[config.mk]
export PLATFORM = sky130hd
export DESIGN_NAME = s2p_frame_ctrl_flat
export DESIGN_NICKNAME = d
export VERILOG_FILES = /design/src/rtl/s2p_pkg.sv /design/src/rtl/s2p_frame_ctrl_if.sv /design/src/rtl/s2p_out_fifo.sv /design/src/rtl/s2p_frame_ctrl.sv /design/src/flat_wrapper.sv
export SDC_FILE = /design/constraint.sdc
export NUM_CORES = 1
export LEC_CHECK = 0
export CORE_MARGIN = 2
export CORE_UTILIZATION = 45
export CTS_BUF_LIST = sky130_fd_sc_hd__clkbuf_8
export CTS_CLUSTER_SIZE = 10
export DETAILED_ROUTE_END_ITERATION = 8
export PLACE_DENSITY = 0.77
export SKIP_LAST_GASP = 1
export SYNTH_ARGS = -nofsm -noshare
export SYNTH_HDL_FRONTEND = slang
export SYNTH_SLANG_ARGS = --single-unit
[constraint.sdc]
create_clock -name clk -period 1.87 [get_ports clk]
set_clock_uncertainty 0.05 [all_clocks]
set_input_delay 0.374 -clock clk [delete_from_list [all_inputs] [get_ports clk]]
set_output_delay 0.374 -clock clk [all_outputs]
set_load 0.02 [all_outputs]
[src/rtl/s2p_pkg.sv]
// Shared types and constants for the serial-to-parallel framing path.
package s2p_pkg;

  localparam int S2P_WORD_W = 16;
  localparam int S2P_LEN_W  = 5;

  typedef enum logic [1:0] {
    IDLE  = 2'd0,
    SHIFT = 2'd1,
    STOP  = 2'd2,
    PUSH  = 2'd3
  } s2p_state_e;

endpackage

[src/rtl/s2p_frame_ctrl_if.sv]
// Output word handshake between the framing controller and its consumer.
interface s2p_frame_ctrl_if #(
  parameter int WORD_W = 16
);

  logic [WORD_W-1:0] out_data;
  logic              out_valid;
  logic              out_ready;

  modport master (
    output out_data,
    output out_valid,
    input  out_ready
  );

  modport slave (
    input  out_data,
    input  out_valid,
    output out_ready
  );

endinterface

[src/rtl/s2p_out_fifo.sv]
// Two-entry word buffer; head is presented combinationally and reads as 0 when empty.
module s2p_out_fifo #(
  parameter int WORD_W = 16
) (
  input  logic              clk,
  input  logic              reset,
  input  logic              push_i,
  input  logic              pop_i,
  input  logic [WORD_W-1:0] din_i,
  output logic [WORD_W-1:0] head_o,
  output logic              full_o,
  output logic              empty_o,
  output logic              accept_o
);

  logic [WORD_W-1:0] mem_q [2];
  logic              wr_ptr_q;
  logic              rd_ptr_q;
  logic [1:0]        occ_q;
  logic              pop_ok;

  assign empty_o  = (occ_q == 2'd0);
  assign full_o   = (occ_q == 2'd2);
  assign pop_ok   = pop_i & ~empty_o;
  // A full buffer still takes a word when the head leaves in the same cycle.
  assign accept_o = push_i & (~full_o | pop_ok);
  assign head_o   = empty_o ? '0 : mem_q[rd_ptr_q];

  always_ff @(posedge clk) begin
    if (accept_o) begin
      mem_q[wr_ptr_q] <= din_i;
    end
  end

  always_ff @(posedge clk or posedge reset) begin
    if (reset) begin
      wr_ptr_q <= 1'b0;
      rd_ptr_q <= 1'b0;
      occ_q    <= 2'd0;
    end else begin
      if (accept_o) begin
        wr_ptr_q <= ~wr_ptr_q;
      end
      if (pop_ok) begin
        rd_ptr_q <= ~rd_ptr_q;
      end
      case ({accept_o, pop_ok})
        2'b10:   occ_q <= occ_q + 2'd1;
        2'b01:   occ_q <= occ_q - 2'd1;
        default: occ_q <= occ_q;
      endcase
    end
  end

endmodule

[src/rtl/s2p_frame_ctrl.sv]
// Start-bit detection, length-bounded deserialisation, stop-bit check and buffered word output.
module s2p_frame_ctrl
  import s2p_pkg::*;
#(
  parameter int WORD_W = S2P_WORD_W,
  parameter int LEN_W  = S2P_LEN_W,
  parameter int CNT_W  = 8
) (
  input  logic             clk,
  input  logic             reset,
  input  logic             serial_in,
  input  logic             bit_en,
  input  logic [LEN_W-1:0] cfg_len,
  input  logic             abort,
  output logic             busy,
  output logic             frame_err,
  output logic             overrun,
  output logic [CNT_W-1:0] frame_count,
  s2p_frame_ctrl_if.master out_if
);

  s2p_state_e        state_q;
  logic [WORD_W-1:0] shift_q;
  logic [LEN_W-1:0]  cnt_q;
  logic [LEN_W-1:0]  len_q;
  logic              frame_err_q;
  logic              overrun_q;
  logic [CNT_W-1:0]  frame_count_q;

  logic [LEN_W-1:0]  len_d;
  logic              push_req;
  logic              pop;
  logic              fifo_full;
  logic              fifo_empty;
  logic              fifo_accept;

  assign len_d = ((cfg_len == '0) || (cfg_len > LEN_W'(WORD_W))) ? LEN_W'(WORD_W) : cfg_len;

  // An abort landing on the push cycle discards the finished word as well.
  assign push_req = (state_q == PUSH) & ~abort;
  assign pop      = out_if.out_valid & out_if.out_ready;

  s2p_out_fifo #(
    .WORD_W(WORD_W)
  ) u_fifo (
    .clk     (clk),
    .reset   (reset),
    .push_i  (push_req),
    .pop_i   (out_if.out_ready),
    .din_i   (shift_q),
    .head_o  (out_if.out_data),
    .full_o  (fifo_full),
    .empty_o (fifo_empty),
    .accept_o(fifo_accept)
  );

  always_ff @(posedge clk or posedge reset) begin
    if (reset) begin
      state_q       <= IDLE;
      shift_q       <= '0;
      cnt_q         <= '0;
      len_q         <= '0;
      frame_err_q   <= 1'b0;
      overrun_q     <= 1'b0;
      frame_count_q <= '0;
    end else begin
      frame_err_q <= 1'b0;
      overrun_q   <= push_req & fifo_full & ~pop;
      if (fifo_accept) begin
        frame_count_q <= frame_count_q + CNT_W'(1);
      end
      if (abort) begin
        state_q <= IDLE;
      end else begin
        case (state_q)
          IDLE: begin
            if (bit_en && serial_in) begin
              shift_q <= '0;
              cnt_q   <= '0;
              len_q   <= len_d;
              state_q <= SHIFT;
            end
          end
          SHIFT: begin
            if (bit_en) begin
              shift_q <= {shift_q[WORD_W-2:0], serial_in};
              cnt_q   <= cnt_q + LEN_W'(1);
              if (cnt_q + LEN_W'(1) == len_q) begin
                state_q <= STOP;
              end
            end
          end
          STOP: begin
            if (bit_en) begin
              if (serial_in) begin
                frame_err_q <= 1'b1;
                state_q     <= IDLE;
              end else begin
                state_q <= PUSH;
              end
            end
          end
          default: state_q <= IDLE;
        endcase
      end
    end
  end

  assign out_if.out_valid = ~fifo_empty;
  assign busy             = (state_q != IDLE);
  assign frame_err        = frame_err_q;
  assign overrun          = overrun_q;
  assign frame_count      = frame_count_q;

endmodule

[src/flat_wrapper.sv]
// flat-port wrapper written by rule: the top's interface ports become plain ports
module s2p_frame_ctrl_flat import s2p_pkg::*;
#(
  parameter int WORD_W = S2P_WORD_W,
  parameter int LEN_W  = S2P_LEN_W,
  parameter int CNT_W  = 8
)
  (clk, reset, serial_in, bit_en, cfg_len, abort, busy, frame_err, overrun, frame_count, out_if_out_data, out_if_out_valid, out_if_out_ready);
  s2p_frame_ctrl_if #(.WORD_W(WORD_W)) out_if_i ();
  input  logic clk;
  input  logic reset;
  input  logic serial_in;
  input  logic bit_en;
  input  logic [LEN_W-1:0] cfg_len;
  input  logic abort;
  output logic busy;
  output logic frame_err;
  output logic overrun;
  output logic [CNT_W-1:0] frame_count;
  output wire logic [$bits(out_if_i.out_data)-1:0] out_if_out_data;
  output wire logic [$bits(out_if_i.out_valid)-1:0] out_if_out_valid;
  input wire logic [$bits(out_if_i.out_ready)-1:0] out_if_out_ready;
  assign out_if_out_data = out_if_i.out_data;
  assign out_if_out_valid = out_if_i.out_valid;
  assign out_if_i.out_ready = out_if_out_ready;
  s2p_frame_ctrl #(.WORD_W(WORD_W), .LEN_W(LEN_W), .CNT_W(CNT_W)) u_core (.clk(clk), .reset(reset), .serial_in(serial_in), .bit_en(bit_en), .cfg_len(cfg_len), .abort(abort), .busy(busy), .frame_err(frame_err), .overrun(overrun), .frame_count(frame_count), .out_if(out_if_i));
endmodule
==> flow_summary.ini, run 1 <==
[run_status]
outcome = finished, final reports clean

[sta]
timing.hold.ws_ps = 326
relSlewSlack_pct = 68.3
fin_crit_sh_pct = 96.7
worst_slack_ps = 61.3
hold_viol_final = 0
clock.fmax_ghz = 0.553
final.min_clock_period_ps = 1810
setup_violations = 0
worst_pin_slew_ps = 475
finalMaxSlewViolations = 0
rsz0062_at_grt = false

[floorplanning]
core-area_um2 = 6680
ios = 39
die_h_um = 86.5
fp-row-count = 30
dieArea_um2 = 7480
initial_core_util_pct = 45.8
dieWidth_um = 86.5

[synth]
netlist_instances = 230
post-synth-top-area-cell = dfrtp_1
synth_nets = 245
syn_avg_cell_area_um2 = 13.3
synth-seq-cells = 74
synth_cell_types = 38
seq_area_frac_synth_pct = 65.7
yosysWarnings = 0
synth_area_leaders = dfrtp_1, edfxtp_1, mux2i_1
netlist_area_um2 = 3060
synth_top_cell_area_share_pct = 34.3

[placed_design]
pre_cts_slack_ps = -490
portBuffers = 38
dp_hpwl_mm = 3.53
place.gp.congestion = 0.730

[worst_setup_path]
cp-end-kind = output pin
path_cells = buf_12 > mux2i_2 > nor2_1 > clkbuf_2
path_class = reg2out
worst_ep_required_time_ps = 1450
critPathLaunchType = register
cpPeakStageDelay_ps = 460
critPathArrivalTime_ps = 1380
slowest_stage = dfrtp_2
crit_fanout = 8

[clocking]
clkSinkCount = 74
cts_buffers = 9
cts_root_buf = clkbuf_8
clkTransAtPathRegs_ps = 80
ctsHoldBuffers = 0
insertion_delay_ps = 340
clockBufferDepth = 2
cts_tree = built
htree_levels = 3

[global_routing]
grt_pass1_wl_mm = 9.09
grt_pass1_vias = 1910
antenna_found_initial = 0
grt-ovfl-total = 0
grt_usage_pct = 16.1
grt_max_degree = 43

[power]
seq_power_share_pct = 45.8
ir_worst_vdd_uv = 475
clkPwrFrac_pct = 29.2
p_sw_mw = 1.17
pwr-share-comb_pct = 25.0
intPower_mw = 2.92
switching_share_pct = 28.6
p_leak_nw = 1.83
powerDensity_nw_per_um2 = 1050

[drt]
drtAntennaViolNets = 0
vias_per_cell = 5.12
wl_mm = 5.45
wl_per_cell_um = 14.5
route.detailed.drc = 0
first_pass_iters = 4
num_vias = 1929
dr.first_iter.drc_count = 107

[layout]
syn_to_final_growth_pct = 27.7
multi_input_area_um2 = 1030
drive_gt1_share_pct = 23.6
register_area_um2 = 2010
fillers = 534
finalNetCount = 307
n_antenna_cell = 0

[flow_run]
max_cap_violations = 0

[min_path]
min_path_type = in2async
power groups by stage:
stage | combinational, mW | sequential (mW) | clock [mW]
floorplan | 0.531 | 1.86 | 0
global placement | 0.926 | 1.88 | 0
detailed placement | 0.953 | 1.88 | 0
CTS | 0.922 | 1.86 | 1.22
global route | 1.10 | 1.88 | 1.30
finish | 1.02 | 1.87 | 1.19
layer usage:
metal / global-route usage, % / share of wire [%] / vias to the layer above
li1: - / - / 948
met1: 20.3 / 45 / 938
met2: 25.9 / 50 / 38
met3: 5.14 / 3.9 / 5
met4: 6.25 / 1.1 / 0
met5: 0 / 0 / -
timing repair:
| action | in CTS | in global routing |
|---|---|---|
| setup buffers | 0 | 2 |
| resized for setup | 25 | 48 |
| endpoints found under the setup margin | 34 | 39 |
| gates cloned | 0 | 1 |
| pin swaps | 0 | 2 |
cells in the mapped netlist (all sizes together):
cell,instances
and2,2
clkbuf,5
nand4,4
a211oi,1
a22o,17
inv,7
nor3b,2
o31ai,1
mux2,1
xnor2,14
nand3,2
nand3b,1
mux2i,16
nand2b,5
or2,1
a21oi,1
or3b,1
xor2,6
o22ai,1
nor2,23
nor4bb,1
nor2b,1
dfrtp,42
nand2,14
nor3,1
o32ai,1
and3,3
edfxtp,32
o21ai,13
or3,1
and4,1
buf,4
ha,4
or4,1
placed cells by master, fill, tap and decap left out, drive strengths merged:
cell and count:
nand3b 1, xnor2 14, or4 1, dlymetal6s2s 4
xor2 6, dfrtp 42, a21oi 1, and3 3
nor2 23, buf 22, or3b 1, and4 1
nand2 14, inv 8, nand4 4, bufinv 1
clkinv 3, nor3 1, nand3 2, nor4bb 1
or3 1, clkdlybuf4s50 16, nand2b 5, a22o 17
edfxtp 32, o22ai 1, nor2b 1, o21ai 13
nor3b 2, clkbuf 27, mux2 1, o31ai 1
clkinvlp 2, ha 4, mux2i 16, or2 1
and2 2, o32ai 1, a211oi 1
layout make-up:
| type | instances | area share, % |
|---|---|---|
| Clock buffer | 9 | 3.17 |
| Clock inverter | 7 | 1.76 |
| Inverter | 7 | 0.736 |
| Multi-Input combinational cell | 140 | 26.3 |
| Sequential cell | 74 | 51.5 |
| Tap cell | 80 | 2.56 |
| Timing Repair Buffer | 60 | 14.0 |
flip-flops by register name, summed over array words and instances (netlist names):
| register | flops |
|---|---|
| u_core.u_fifo.wr_ptr_q | 1 |
| u_core.cnt_q | 5 |
| u_core.frame_count | 8 |
| u_core.frame_err | 1 |
| u_core.u_fifo.occ_q | 2 |
| u_core.u_fifo.mem_q | 32 |
| u_core.state_q | 2 |
| u_core.u_fifo.rd_ptr_q | 1 |
| u_core.len_q | 5 |
| u_core.overrun | 1 |
| u_core.shift_q | 16 |
worst max-delay path: cells and delay by family (launching register included):
family                 cells  cell delay [ps]
DFF                        1              460
and+or+nand+nor            1               90
buffers and inverters      2              340
muxes                      1              150
stage by stage:
step	power, mW	instances	TNS, ps	cell area (um^2)	util (%)
2_1_floorplan	2.39	230	0	3060	-
5_1_grt	4.29	377	0	3910	58.5
3_5_place_dp	2.83	358	-16510	3700	55.4
6_report	4.09	377	0	3910	58.5
3_3_place_gp	2.80	358	-13570	3700	55.4
4_1_cts	4.00	374	-1230	3890	58.3
path summary, 6_finish.rpt:
path / startpoint / end / slack (ps) / cells past startpoint
max: u_core.u_fifo.rd_ptr_q$_DFFE_PP0N_ / out_if_out_data[0] / 60 / 4
min: reset / u_core.frame_count[2]$_DFFE_PP0P_ / 330 / 3
max reg2reg: u_core.u_fifo.occ_q[1]$_DFFE_PP0P_ / u_core.u_fifo.mem_q[1][6]$_DFFE_PP_ / 70 / 5
min reg2reg: u_core.frame_count[7]$_DFFE_PP0P_ / u_core.frame_count[7]$_DFFE_PP0P_ / 430 / 1
max in group asynchronous: reset / u_core.u_fifo.rd_ptr_q$_DFFE_PP0N_ / 1220 / 3
min in group clk: out_if_out_ready / u_core.overrun$_DFF_PP0_ / 330 / 3
kinds of logic after synthesis:
kind of cell	share of synthesized area, %
and+or+nand+nor	10.8
DFF	65.7
AOI/OAI and AO/OA	8.14
muxes	5.60
xor gates and xnor gates	5.72
buffers and inverters	2.33
adders and majority gates	1.64
No activity file was read; power rests on OpenSTA's default activity.
==> run 2, diff against run 1 <==
==> constraint.sdc (replaced) <==
create_clock -name clk -period 1.87 [get_ports clk]
set_clock_uncertainty 0.05 [all_clocks]
set_input_delay 0.187 -clock clk [delete_from_list [all_inputs] [get_ports clk]]
set_output_delay 0.187 -clock clk [all_outputs]
set_load 0.02 [all_outputs]
==> run 2 against run 1 <==
Die area unchanged. Count of clock-buffer cells in the layout unchanged. Critical path depth up 4. Sequential power fell by 2%. Maximum frequency decreased by 0.80%. Wire length decreased by 3.8%. Cell area is 0.77% lower. Worst setup slack worse by 15 ps. First-iteration DRC count down 10%. Clock power rose by 8%. Combinational power shrank 8%. Final cell count decreased by 1.6%. Critical path type is now reg2reg. Critical endpoint is now u_core.u_fifo.occ_q[1]$_DFFE_PP0P_. Largest power group unchanged. Highest routed layer unchanged.
==> flow_summary.ini, run 2 (synthesized netlist as in run 1, its figures left out) <==
[layout]
final_util_pct = 58.0
syn_to_final_growth_pct = 26.7
stdcell_count = 371
most-common-layout-cells = dfrtp_1, edfxtp_1, nor2_1, clkdlybuf4s50_1, a22o_1
finalNetCount = 301
drive_gt1_share_pct = 14.1
largest_reg_flops = 32
n_antenna_cell = 0
regMostFlops = u_core.u_fifo.mem_q
final_common_cell = dfrtp_1
fillers = 558

[sta]
setup_violations = 0
hold_viol_final = 0
rsz0062_at_grt = true
tns_ps = 0
final.min_clock_period_ps = 1820
worst_pin_slew_ps = 540
clock.fmax_ghz = 0.548
fin_crit_sh_pct = 97.5
relSlewSlack_pct = 64.0
worst_slack_ps = 46.7
finalMaxSlewViolations = 0

[placed_design]
dp_hpwl_mm = 3.43
pre_cts_slack_ps = -284
post-place-cells = 355
place.gp.congestion = 0.723
portBuffers = 38

[global_routing]
grt_usage_pct = 16.4
grt_pass1_vias = 2009
grt-ovfl-total = 0
grt_max_degree = 43
grt_pass1_wl_mm = 9.30
antenna_found_initial = 0

[floorplanning]
dieArea_um2 = 7480
ios = 39
dieWidth_um = 86.5
initial_core_util_pct = 45.8
fp-row-count = 30
die_h_um = 86.5
core-area_um2 = 6680

[drt]
route.detailed.drc = 0
num_vias = 1907
first_pass_iters = 4
wl_per_cell_um = 14.1
vias_per_cell = 5.14
wl_mm = 5.24
drtAntennaViolNets = 0
dr.first_iter.drc_count = 96

[power]
pwr-share-comb_pct = 23.0
intPower_mw = 2.94
powerDensity_nw_per_um2 = 1050
ir_worst_vdd_uv = 529
clkPwrFrac_pct = 31.8
p_sw_mw = 1.12
switching_share_pct = 27.6
p_leak_nw = 1.75
seq_power_share_pct = 45.2

[clocking]
clkSinkCount = 74
cts_root_buf = clkbuf_8
insertion_delay_ps = 340
cts_buffers = 9
post_cts.repair.setup_buffers = 0
htree_levels = 3
cts_tree = built
clockBufferDepth = 2
clkTransAtPathRegs_ps = 70

[worst_setup_path]
slowest_stage = dfrtp_1
worst-path-buf-inv = 2
cpPeakStageDelay_ps = 400
path_class = reg2reg
critPathArrivalTime_ps = 2000
critPathLaunchType = register
crit_family = simple AND/OR/NAND/NOR gates
worst_ep_required_time_ps = 2050
regToRegSetupSlack_ps = 50
path_cells = or3b_4 > and4_4 > inv_2 > buf_4 > ha_4 > xnor2_2 > nor2_2 > xor2_1
crit_fanout = 2
cp-end-kind = register

[flow_run]
max_cap_violations = 0

[run_status]
outcome = finished, final reports clean

[min_path]
min_path_type = in2async
run 2: power groups by stage:
stage | registers, mW | clock network (mW) | logic [mW]
after floorplan | 1.86 | 0 | 0.531
final | 1.83 | 1.29 | 0.934
after detailed placement | 1.86 | 0 | 0.922
after global routing | 1.84 | 1.39 | 1.02
after CTS | 1.83 | 1.32 | 0.904
after global placement | 1.86 | 0 | 0.893
run 2: timing repair:
item                       4_1_cts  5_1_grt
hold buffers                     0        0
pin swaps                        1        3
resized for setup               21       20
setup endpoints to repair       35       29
run 2: final cells by class:
| class | count | area [um^2] | area share [%] |
|---|---|---|---|
| sequential | 74 | 2010 | 51.9 |
| clock buffer | 9 | 124 | 3.19 |
| multi-input combinational | 140 | 1020 | 26.2 |
| inverter | 7 | 26.3 | 0.678 |
| clock inverter | 7 | 83.8 | 2.16 |
| timing repair buffer | 54 | 514 | 13.3 |
| tap | 80 | 100 | 2.58 |
run 2: per-stage QoR:
step / power [mW] / hold WS (ps) / cell area [um^2]
2_1_floorplan: 2.39 / 207 / 3060
3_3_place_gp: 2.75 / 410 / 3660
3_5_place_dp: 2.78 / 425 / 3660
4_1_cts: 4.06 / 242 / 3850
5_1_grt: 4.25 / 321 / 3880
6_report: 4.06 / 232 / 3880
run 2: final timing paths:
| kind | end | cells past startpoint | from |
|---|---|---|---|
| setup / recovery | u_core.u_fifo.occ_q[1]$_DFFE_PP0P_ | 8 | u_core.u_fifo.occ_q[0]$_DFFE_PP0P_ |
| hold / removal | u_core.frame_count[1]$_DFFE_PP0P_ | 3 | reset |
| setup reg to reg | u_core.u_fifo.occ_q[1]$_DFFE_PP0P_ | 8 | u_core.u_fifo.occ_q[0]$_DFFE_PP0P_ |
| hold reg to reg | u_core.frame_count[7]$_DFFE_PP0P_ | 1 | u_core.frame_count[7]$_DFFE_PP0P_ |
| max in group asynchronous | u_core.frame_count[7]$_DFFE_PP0P_ | 3 | reset |
| min in group clk | u_core.len_q[2]$_DFFE_PP0P_ | 3 | cfg_len[2] |
run 2: worst register-to-register path: stages, from the launching register on:
cell	delay, ps
dfrtp_1	400
or3b_4	380
and4_4	200
inv_2	70
buf_4	120
ha_4	130
xnor2_2	120
nor2_2	70
xor2_1	160
run 2: routing by layer:
layer / vias up / routed length [um] / GRT usage (%)
met1: 908 / 2340 / 21.2
met4: 0 / 157 / 9.38
met5: - / 0 / 0
met2: 49 / 2550 / 26.0
li1: 933 / - / -
met3: 17 / 201 / 3.14
==> run 3, diff against run 2 <==
--- a/config.mk
+++ b/config.mk
@@ -8,7 +8,7 @@
 export CORE_MARGIN = 2
 export CORE_UTILIZATION = 45
 export CTS_BUF_LIST = sky130_fd_sc_hd__clkbuf_8
-export CTS_CLUSTER_SIZE = 10
+export CTS_CLUSTER_SIZE = 14
 export DETAILED_ROUTE_END_ITERATION = 8
 export PLACE_DENSITY = 0.77
 export SKIP_LAST_GASP = 1
==> results of run 3 <==
The final DEF is identical to that of run 2; final timing and power are the same.
